File: config.mk
export PLATFORM = sky130hd
export DESIGN_NAME = router_pkt_tx
export DESIGN_NICKNAME = d
export VERILOG_FILES = /design/src/rtl/router_pkt_tx.sv
export SDC_FILE = /design/constraint.sdc
export NUM_CORES = 1
export LEC_CHECK = 0
export ABC_CLOCK_PERIOD_IN_PS = 3300
export CAP_MARGIN = 20
export CORE_AREA = 2 2 191 193
export DETAILED_ROUTE_END_ITERATION = 12
export DIE_AREA = 0 0 193 195
export DONT_BUFFER_PORTS = 1
export HOLD_SLACK_MARGIN = 0.08
export PLACE_DENSITY_LB_ADDON = 0.08
export SYNTH_ARGS = -nofsm -noshare
export SYNTH_HDL_FRONTEND = slang
export SYNTH_SLANG_ARGS = --single-unit
File: constraint.sdc
create_clock -name clock -period 3.3 [get_ports clock]
set_clock_uncertainty 0.05 [all_clocks]
set_input_delay 0.825 -clock clock [delete_from_list [all_inputs] [get_ports clock]]
set_output_delay 0.825 -clock clock [all_outputs]
set_load 0.03 [all_outputs]
File: src/rtl/router_pkt_tx.sv
// router_pkt_tx: buffers one command's payload, then sends header, payload and parity to a router port.
module router_pkt_tx #(
    parameter int IFG     = 2,
    parameter int MAX_LEN = 63
) (
    input  logic       clock,
    input  logic       resetn,
    input  logic       cmd_valid,
    output logic       cmd_ready,
    input  logic [1:0] cmd_addr,
    input  logic [5:0] cmd_len,
    input  logic       pay_valid,
    output logic       pay_ready,
    input  logic [7:0] pay_data,
    input  logic       busy,
    output logic       pkt_valid,
    output logic [7:0] data_out,
    output logic       tx_done,
    output logic       cmd_err,
    output logic       tx_active
);
    localparam int CW = $clog2(IFG) + 1;
    typedef enum logic [2:0] {IDLE, LOAD, HDR, PAY, PAR, GAP} state_e;
    state_e        state_q, state_d;
    logic [7:0]    hdr_q, hdr_d, par_q, par_d;
    logic [5:0]    idx_q, idx_d;
    logic [CW-1:0] cnt_q, cnt_d;
    logic          done_q, done_d, err_q, err_d, wr_en, last;
    logic [7:0]    mem_q [MAX_LEN];

    assign last = idx_q == hdr_q[7:2] - 6'd1;

    always_ff @(posedge clock or negedge resetn) begin
        if (!resetn) begin
            state_q <= IDLE;
            hdr_q   <= '0;
            par_q   <= '0;
            idx_q   <= '0;
            cnt_q   <= '0;
            done_q  <= 1'b0;
            err_q   <= 1'b0;
        end else begin
            state_q <= state_d;
            hdr_q   <= hdr_d;
            par_q   <= par_d;
            idx_q   <= idx_d;
            cnt_q   <= cnt_d;
            done_q  <= done_d;
            err_q   <= err_d;
        end
    end

    // payload storage is deliberately left unreset
    always_ff @(posedge clock) begin
        if (wr_en) mem_q[idx_q] <= pay_data;
    end

    always_comb begin
        state_d = state_q;
        hdr_d   = hdr_q;
        par_d   = par_q;
        idx_d   = idx_q;
        cnt_d   = cnt_q;
        done_d  = 1'b0;
        err_d   = 1'b0;
        wr_en   = 1'b0;
        case (state_q)
            IDLE: if (cmd_valid) begin
                if (cmd_addr == 2'd3 || cmd_len == 6'd0) begin
                    err_d = 1'b1;
                end else begin
                    hdr_d   = {cmd_len, cmd_addr};
                    par_d   = {cmd_len, cmd_addr};
                    idx_d   = '0;
                    state_d = LOAD;
                end
            end
            LOAD: if (pay_valid) begin
                wr_en   = 1'b1;
                par_d   = par_q ^ pay_data;
                idx_d   = last ? 6'd0 : idx_q + 6'd1;
                state_d = last ? HDR : LOAD;
            end
            HDR: if (!busy) state_d = PAY;
            PAY: if (!busy) begin
                idx_d   = idx_q + 6'd1;
                state_d = last ? PAR : PAY;
            end
            PAR: if (!busy) begin
                cnt_d   = '0;
                done_d  = 1'b1;
                state_d = GAP;
            end
            GAP: begin
                // saturate so a long busy in GAP cannot wrap the idle count
                if (cnt_q < CW'(IFG - 1)) cnt_d = cnt_q + CW'(1);
                if (cnt_q >= CW'(IFG - 1) && !busy) state_d = IDLE;
            end
            default: state_d = IDLE;
        endcase
    end

    assign pkt_valid = state_q == HDR || state_q == PAY;
    assign data_out  = state_q == HDR ? hdr_q :
                       state_q == PAY ? mem_q[idx_q] :
                       state_q == PAR ? par_q : 8'h00;
    assign cmd_ready = state_q == IDLE;
    assign pay_ready = state_q == LOAD;
    assign tx_active = state_q != IDLE;
    assign tx_done   = done_q;
    assign cmd_err   = err_q;
endmodule

**Yosys cells after proc, flatten, opt, wreduce, memory -nomap -nowiden**

Memory sizes are Yosys's and may differ from the RTL's.
Cells that the tools add are included.

- Memory bits (writable): 504
- Memories kept: 1
- Output and inout port bits: 14
- Bits of input ports: 21
- Register bits: 29

Memory list:

| memory | depth | width | rd ports | clocked after memory_dff | wr ports | line | RTL |
|---|---|---|---|---|---|---|---|
| mem_q | 63 | 8 | 1 | 0 | 1 | 29 | `logic [7:0] mem_q [MAX_LEN];` |

- Order comparisons: 2
- Muxes and demuxes: 35
- Bitwise gates (word level): 2
- Eq/ne operators: 15
- Reductions and logical operators: 15
- Add/subtract/negate cells: 3

Operator list:

| kind | number |
|---|---|
| $mux W8 | 6 |
| $mux W6 | 5 |
| $mux W3 | 8 |
| $pmux W3 S6 | 1 |
| $pmux W6 S3 | 1 |
| $ne A2 B2 Y1 const B | 8 |
| $pmux W8 S2 | 1 |
| $mux W1 | 9 |
| $xor A8 B8 Y8 | 1 |
| $reduce_and A7 Y1 | 1 |
| $add A6 B1 Y6 const B | 1 |
| $eq A3 B2 Y1 const B | 2 |
| $eq A3 B3 Y1 const B | 2 |
| $eq A6 B6 Y1 | 1 |
| $logic_not A6 Y1 | 1 |
| $mux W2 | 3 |
| $reduce_and A3 Y1 | 2 |
| $reduce_bool A3 Y1 | 2 |
| $sub A6 B1 Y6 const B | 1 |
| $reduce_and A5 Y1 | 1 |
| $pmux W2 S2 | 1 |
| $reduce_and A4 Y1 | 1 |
| $reduce_bool A2 Y1 | 2 |
| $eq A3 B1 Y1 const B | 1 |
| 9 further kinds | 10 |

**Depth between registers and ports, before layout**

Gate-level depths: netlist of run 1.

- Depth after elaboration: 5
- Gate-level depth with buffers: 11
- Mapped depth without buffers: 8

**Worst setup path before layout of run 1**

OpenSTA, ideal clock, no wires.

- Kind: flip-flop to output port
- Start: register idx_q[0]
- End: output port data_out[1]
- Required time: 2.425 ns
- Stages on the path, launching flop included: 9
- Data arrival time: 2.037 ns
- Path buffers: 2
- Slack: 0.388 ns
- Cell sequence: dfrtp_1 nor2_1 buf_2 buf_1 a22oi_1 a21oi_1 o21a_1 nor4_1 o211ai_1

- Longest elaborated chain between the ends: 3

RTL lines:

| element | line | RTL |
|---|---|---|
| start, declared | 26 | `logic [5:0] idx_q, idx_d;` |
| start signal, assigned | 46 | `idx_q <= idx_d;` |
| $mem_v2 Z63 W8 | n/a |  |
| $mux W8 | 105 | `state_q == PAY ? mem_q[idx_q] :` |
| $mux W8 | 104 | `assign data_out = state_q == HDR ? hdr_q :` |
| end, declared | 17 | `output logic [7:0] data_out,` |

Every way passes these cells.

**Worst setup path after layout of run 1**

- Start: register idx_q[2]
- End: output port data_out[7]

Same word-level chain as after synthesis.

==> results_dict.tcl, run 1 <==
set metrics [dict create \
    hpwl_mm 32.8 \
    cp-end-kind "output port" \
    core_area_um2 35400 \
    cp_max_fo 15 \
    ir_drop_v 0.000565 \
    m1WireLength_mm 22.0 \
    ys_warn_count 0 \
    multi_input_area_um2 5730 \
    portBuffers 0 \
    regArea_um2 15900 \
    holdPathEnd "tx_done$_DFF_PN0_" \
    die_area_um2 37600 \
    die_y_um 195 \
    cts-root-buf "clkbuf_16" \
    status "finished, violations left" \
    cts_buffer_depth 3 \
    synth_top_area_share_pct 69.5 \
    crit_type "reg2out" \
    antenna_cells 0 \
    r2r-end "mem_q[29][6]$_DFFE_PP_" \
    path_clk_slew_ns 0.06 \
    gp_congestion 0.879 \
    met2_length_mm 24.9 \
    synthFlopType "edfxtp_1" \
    grt_pass1_wl_mm 78.1 \
    grt_pass1_vias 12500 \
    first_pass_iters 5 \
    power.leakage_nw 8.58 \
    required_ns 2.42 \
    synth-edff-count 504 \
    avgRoutedWirePerCell_um 27.0 \
    synth_area_um2 21800 \
    nNetsFinal 1503 \
    dp_slack_ns -0.236 \
    post-route-min-period_ns 3.83 \
    antenna_found_initial 0 \
    totalPowerFinal_mw 20.6 \
    avgSynthCellArea_um2 16.2 \
    rrSetupSlack_ns 0.34 \
    cts_tree "built" \
    rsz0062_at_grt "true" \
    r2r_start "idx_q[1]$_DFFE_PN0P_" \
    ctsHtreeMaxLevel 2 \
    r2r_cells 6 \
    hold_start "busy" \
    synth_fp_nets 1368 \
    yosys.cell_types.count 63 \
    synthTopCellsByArea "edfxtp_1 69%, mux2i_1 3.7%, dfrtp_1 3.3%" \
    routed.top_layer "met4" \
    maxCapViolations 0 \
    vias_per_cell 6.52 \
    holdPathStages 1 \
    slew_headroom_pct 42.3 \
    vias 12900 \
    ios 35 \
    num_rows 69 \
    hold_viol_final 0 \
    setup_ws_ns -0.530 \
    tightest_slew_ns 0.862 \
    finalSetupViolations 8 \
    drc 0 \
    slew_violations 0 \
    die_w_um 193 \
    ys_ff_latch 533 \
    arrival_ns 2.96 \
    insertion_delay_ns 0.59 \
    numClockSinks 533 \
    ant_nets 0 \
    synthToLayoutAreaGrowth_pct 18.7 \
    hold_class "in2reg" \
    overflow 0 \
    violations "setup timing" \
    synth-seq-area-share_pct 72.8 \
    routed_wl_mm 53.6 \
    power_density_nw_per_um2 798 \
    startpoint_type "register" \
    drive_gt1_share_pct 25.8 \
    min_period_over_period_pct 116 \
    met3_length_mm 5.22 \
    timing.fmax_mhz 261 \
    synth.largest_area_cell "edfxtp_1" \
    groute.usage.overall_pct 28.7 \
    drt_iter0_markers 1366 \
    async_flop_share_pct 5.44 \
    setup-tns-final_ns -3.99 \
    fillers 2216 \
    grt_max_degree 66 \
    numCtsBuffers 53 \
    synth_cells 1344 \
    initial_core_util_pct 61.5 \
]
==> sequential cells by signal, indices dropped and copies added, names as in the netlist <==
register,count
cnt_q,2
idx_q,6
cmd_err,1
par_q,8
hdr_q,8
tx_done,1
mem_q,504
state_q,3
==> synth_stat cells (all sizes together), types with 6 or more instances <==
library cell / instances
a21oi: 62
o22ai: 29
o21a: 16
buf: 57
o211a: 10
nand3: 29
inv: 10
nand2b: 11
nand3b: 13
o211ai: 16
o22a: 10
o21ai: 39
nor2: 94
mux2: 38
a22o: 22
mux2i: 81
nor2b: 6
clkbuf: 34
a32oi: 10
or2: 9
mux4: 23
nor4: 7
dfrtp: 29
a221oi: 36
edfxtp: 504
o31ai: 7
a22oi: 64
nand2: 30
==> cells in the final DEF, fill, tap and decap left out, types with 11 or more instances in the layout <==
master / n
mux4_2: 23
o22ai_1: 25
nand2_1: 27
nand3_1: 28
buf_12: 29
clkbuf_16: 60
a22oi_1: 50
a22oi_2: 14
nand2b_1: 11
nor2_1: 92
a221oi_2: 16
o211ai_1: 14
clkinv_1: 11
a22o_1: 22
a221oi_1: 19
o21a_1: 16
edfxtp_1: 504
dfrtp_1: 26
mux2i_1: 79
o21ai_0: 33
mux2_2: 35
a21oi_1: 52
nand3b_1: 13
buf_4: 124
==> routing by layer <==
metal / global-route usage [%] / up-vias
met3: 6.13 / 87
met1: 42.6 / 6516
met2: 43.6 / 645
li1: - / 5682
met5: 0 / -
met4: 8.36 / 0
==> power breakdown <==
part	switching, mW	leakage (nW)	internal, mW
clock	2.44	0.857	3.57
combinational	3.75	2.85	3.01
sequential	0.195	4.87	7.65
total	6.38	8.58	14.2
==> through the flow <==
step                utilization, %  hold WS (ns)  instance area (um^2)  std cells
floorplan                        -         0.416                 21800       1344
global placement              66.1         0.434                 23400       1872
detailed placement            66.1         0.432                 23400       1872
CTS                           72.1         0.237                 25500       1978
global route                  73.0         0.236                 25800       1983
finish                        73.0         0.264                 25800       1983
==> final cells by class <==
type / instances / area share, %
clock inverters: 30 / 1.16
repair buffers: 171 / 7.28
flip-flops and latches: 533 / 61.4
multi-input cells: 710 / 22.2
inverters: 10 / 0.145
well taps: 461 / 2.23
clock buffers: 68 / 5.63
==> logic make-up after synthesis <==
logic type / count (synthesis) / share of synthesized area [%]
XOR/XNOR: 7 / 0.281
buffers and inverters: 101 / 2.48
adder cells (fa/ha/maj): 3 / 0.172
multiplexers: 142 / 8.12
AND/OR/NAND/NOR: 221 / 4.95
AO/OA/AOI/OAI: 337 / 11.2
flip-flops: 533 / 72.8
==> critical path, stage by stage (launching register included) <==
cell,delay (ns)
dfrtp_4,0.54
buf_12,0.19
buf_16,0.17
buf_4,0.17
mux4_2,0.29
mux2i_1,0.21
o211ai_1,0.18
o31a_1,0.41
buf_12,0.16
==> how the worst max path moves through the flow <==
stage                         startpoint     endpoint  depth (start not counted)
floorplan           idx_q[0]$_DFFE_PN0P_  data_out[1]                          8
global placement    idx_q[2]$_DFFE_PN0P_  data_out[6]                          9
detailed placement  idx_q[2]$_DFFE_PN0P_  data_out[5]                          8
CTS                 idx_q[2]$_DFFE_PN0P_  data_out[3]                          9
global route        idx_q[2]$_DFFE_PN0P_  data_out[5]                         10
finish              idx_q[2]$_DFFE_PN0P_  data_out[7]                          8
==> what timing repair did <==
action,4_1_cts,5_1_grt
endpoints found under the setup margin,8,8
buffers inserted,5,1
cloned,2,4
pin swaps,16,22
resized for setup,48,47
hold buffers,2,0
endpoints found under the hold margin,29,0
Note: power is estimated with default switching activity, not from simulation.
==> run 2, diff against run 1 <==
- ABC_CLOCK_PERIOD_IN_PS: 3300 -> 4690
- CAP_MARGIN: 20 -> default
- DONT_BUFFER_PORTS: 1 -> default
- clock period: 3.3 -> 4.69 ns (I/O delays scaled with it)
==> run 2 against run 1 <==
  * The flow now finishes without violations
  * Global-route usage rose by 0.54 points
  * Combinational power fell by 41%
  * Sequential cell count did not move
  * Final cell count fell by 1.8%
  * Power fell by 33%
  * Worst setup slack improved by 0.65 ns
  * Die area did not move
  * Core utilization fell by 2.9 points
  * Clock-buffer cell count fell by 8
  * Via count rose by 0.22%
  * Worst hold slack improved by 0.20 ns
  * Largest cell class unchanged
  * Largest power group unchanged
  * Highest routed layer unchanged
==> results_dict.tcl, run 2 (synthesized netlist as in run 1, its figures left out) <==
set metrics [dict create \
    regMostFlops "mem_q" \
    p_seq_share_pct 40.5 \
    layoutNonFillerInstCount 1948 \
    maxCapViolations 0 \
    hpwl_mm 33.4 \
    slew_headroom_pct 24.9 \
    portBuffers 34 \
    cts-root-buf "clkbuf_16" \
    hold_class "reg2reg" \
    routed_wl_mm 54.1 \
    rsz0062_at_grt "false" \
    setup-tns-final_ns 0 \
    antenna_cells 0 \
    synthToLayoutAreaGrowth_pct 14.0 \
    r2r-end "mem_q[23][7]$_DFFE_PP_" \
    power_density_nw_per_um2 555 \
    startpoint_type "register" \
    crit_type "reg2out" \
    initial_core_util_pct 61.5 \
    ctsHtreeMaxLevel 2 \
    finalSetupViolations 0 \
    largestRegisters "mem_q (504), hdr_q (8), par_q (8)" \
    p_sw_mw 4.43 \
    core_area_um2 35400 \
    hold_viol_final 0 \
    ios 35 \
    ant_nets 0 \
    vias 13000 \
    insertion_delay_ns 0.61 \
    cp-startpoint "idx_q[2]$_DFFE_PN0P_" \
    path_clk_slew_ns 0.06 \
    cts_hold_buf 0 \
    largest_register_ffs 504 \
    power.share.clock_pct 30.4 \
    die_area_um2 37600 \
    grt_max_degree 95 \
    cp-end-kind "output port" \
    avgRoutedWirePerCell_um 27.7 \
    crit_end "data_out[1]" \
    gp_congestion 0.862 \
    vias_per_cell 6.65 \
    post-route-min-period_ns 4.57 \
    numClockSinks 533 \
    overflow 0 \
    grt_pass1_vias 12400 \
    first_pass_iters 6 \
    layout_commonest_cell "edfxtp_1" \
    cp_max_fo 12 \
    fin_util_pct 70.1 \
    drive_gt1_share_pct 19.4 \
    slew_violations 0 \
    status "finished clean" \
    numCtsBuffers 53 \
    cts_buffer_depth 3 \
    num_rows 69 \
    die_y_um 195 \
    rrSetupSlack_ns 1.15 \
    drc 0 \
    combPwrFrac_pct 29.2 \
    layout_common_cells "504 x edfxtp_1, 94 x buf_4, 92 x nor2_1" \
    min_period_over_period_pct 97.5 \
    power.leakage_nw 8.14 \
    timing.fmax_mhz 219 \
    die_w_um 193 \
    ir_drop_v 0.000450 \
    r2r_cells 4 \
    tightest_slew_ns 1.13 \
    groute.usage.overall_pct 29.3 \
    p_sw_share_pct 32.1 \
    nNetsFinal 1467 \
    drt_iter0_markers 1312 \
    arrival_ns 3.35 \
    grt_pass1_wl_mm 80.4 \
    p_int_mw 9.35 \
    dp_cells 1841 \
    antenna_found_initial 0 \
    cts_tree "built" \
    required_ns 3.47 \
    r2r_start "idx_q[0]$_DFFE_PN0P_" \
]
## run 2: worst max-delay path: stages, from the launching register on
cell and delay (ns):
dfrtp_4 0.61, buf_8 0.22, mux2_2 0.35, a221oi_1 0.28, o22a_1 0.21, o22ai_1 0.12
o31ai_2 0.46, o211ai_1 0.27, buf_12 0.21
## run 2: timing repair
item	4_1_cts	5_1_grt
cloned	1	0
setup buffers	1	6
gates resized for setup	6	1
endpoints found under the setup margin	8	8
pin swaps	1	0
hold endpoints to repair	0	0
## run 2: through the flow
stage	setup WS (ns)	total power, mW	hold slack (ns)	area (um^2)
finish	0.119	13.8	0.468	24800
global route	0.0471	14.2	0.494	24800
CTS	0.0164	13.7	0.458	24800
detailed placement	0.496	9.50	0.441	23000
global placement	0.532	9.45	0.435	23000
floorplan	1.43	8.23	0.416	21800
## run 2: area by class of cell
| class | instances | area [um^2] |
|---|---|---|
| clock buffer | 60 | 1350 |
| clock inverter | 39 | 360 |
| fill | 2307 | 10600 |
| inverter | 10 | 37.5 |
| multi-input combinational | 711 | 5420 |
| sequential | 533 | 15900 |
| tap | 461 | 577 |
| timing repair buffer | 134 | 1210 |
## run 2: routing by layer
| layer | track usage (%) | vias to the layer above | share of wire, % |
|---|---|---|---|
| met1 | 44.2 | 6572 | 42 |
| met5 | 0 | - | 0 |
| met2 | 44.0 | 680 | 46 |
| met3 | 5.45 | 103 | 8.8 |
| met4 | 8.78 | 0 | 2.9 |
| li1 | - | 5603 | - |
## run 2: worst min path at each step
| stage | from | endpoint | cells past startpoint |
|---|---|---|---|
| after floorplan | cnt_q[0]$_DFFE_PN0P_ | cnt_q[0]$_DFFE_PN0P_ | 1 |
| after global placement | cnt_q[0]$_DFFE_PN0P_ | cnt_q[0]$_DFFE_PN0P_ | 1 |
| after detailed placement | cnt_q[0]$_DFFE_PN0P_ | cnt_q[0]$_DFFE_PN0P_ | 1 |
| after CTS | cnt_q[0]$_DFFE_PN0P_ | cnt_q[0]$_DFFE_PN0P_ | 1 |
| after global routing | hdr_q[1]$_DFFE_PN0P_ | hdr_q[1]$_DFFE_PN0P_ | 1 |
| final | hdr_q[0]$_DFFE_PN0P_ | hdr_q[0]$_DFFE_PN0P_ | 1 |
## run 2: power by group through the flow
stage	Clock (mW)	Sequential, mW	Combinational [mW]
6_report	4.19	5.57	4.02
5_1_grt	4.39	5.59	4.27
4_1_cts	4.21	5.61	3.88
3_5_place_dp	0	5.71	3.79
3_3_place_gp	0	5.70	3.75
2_1_floorplan	0	5.56	2.67
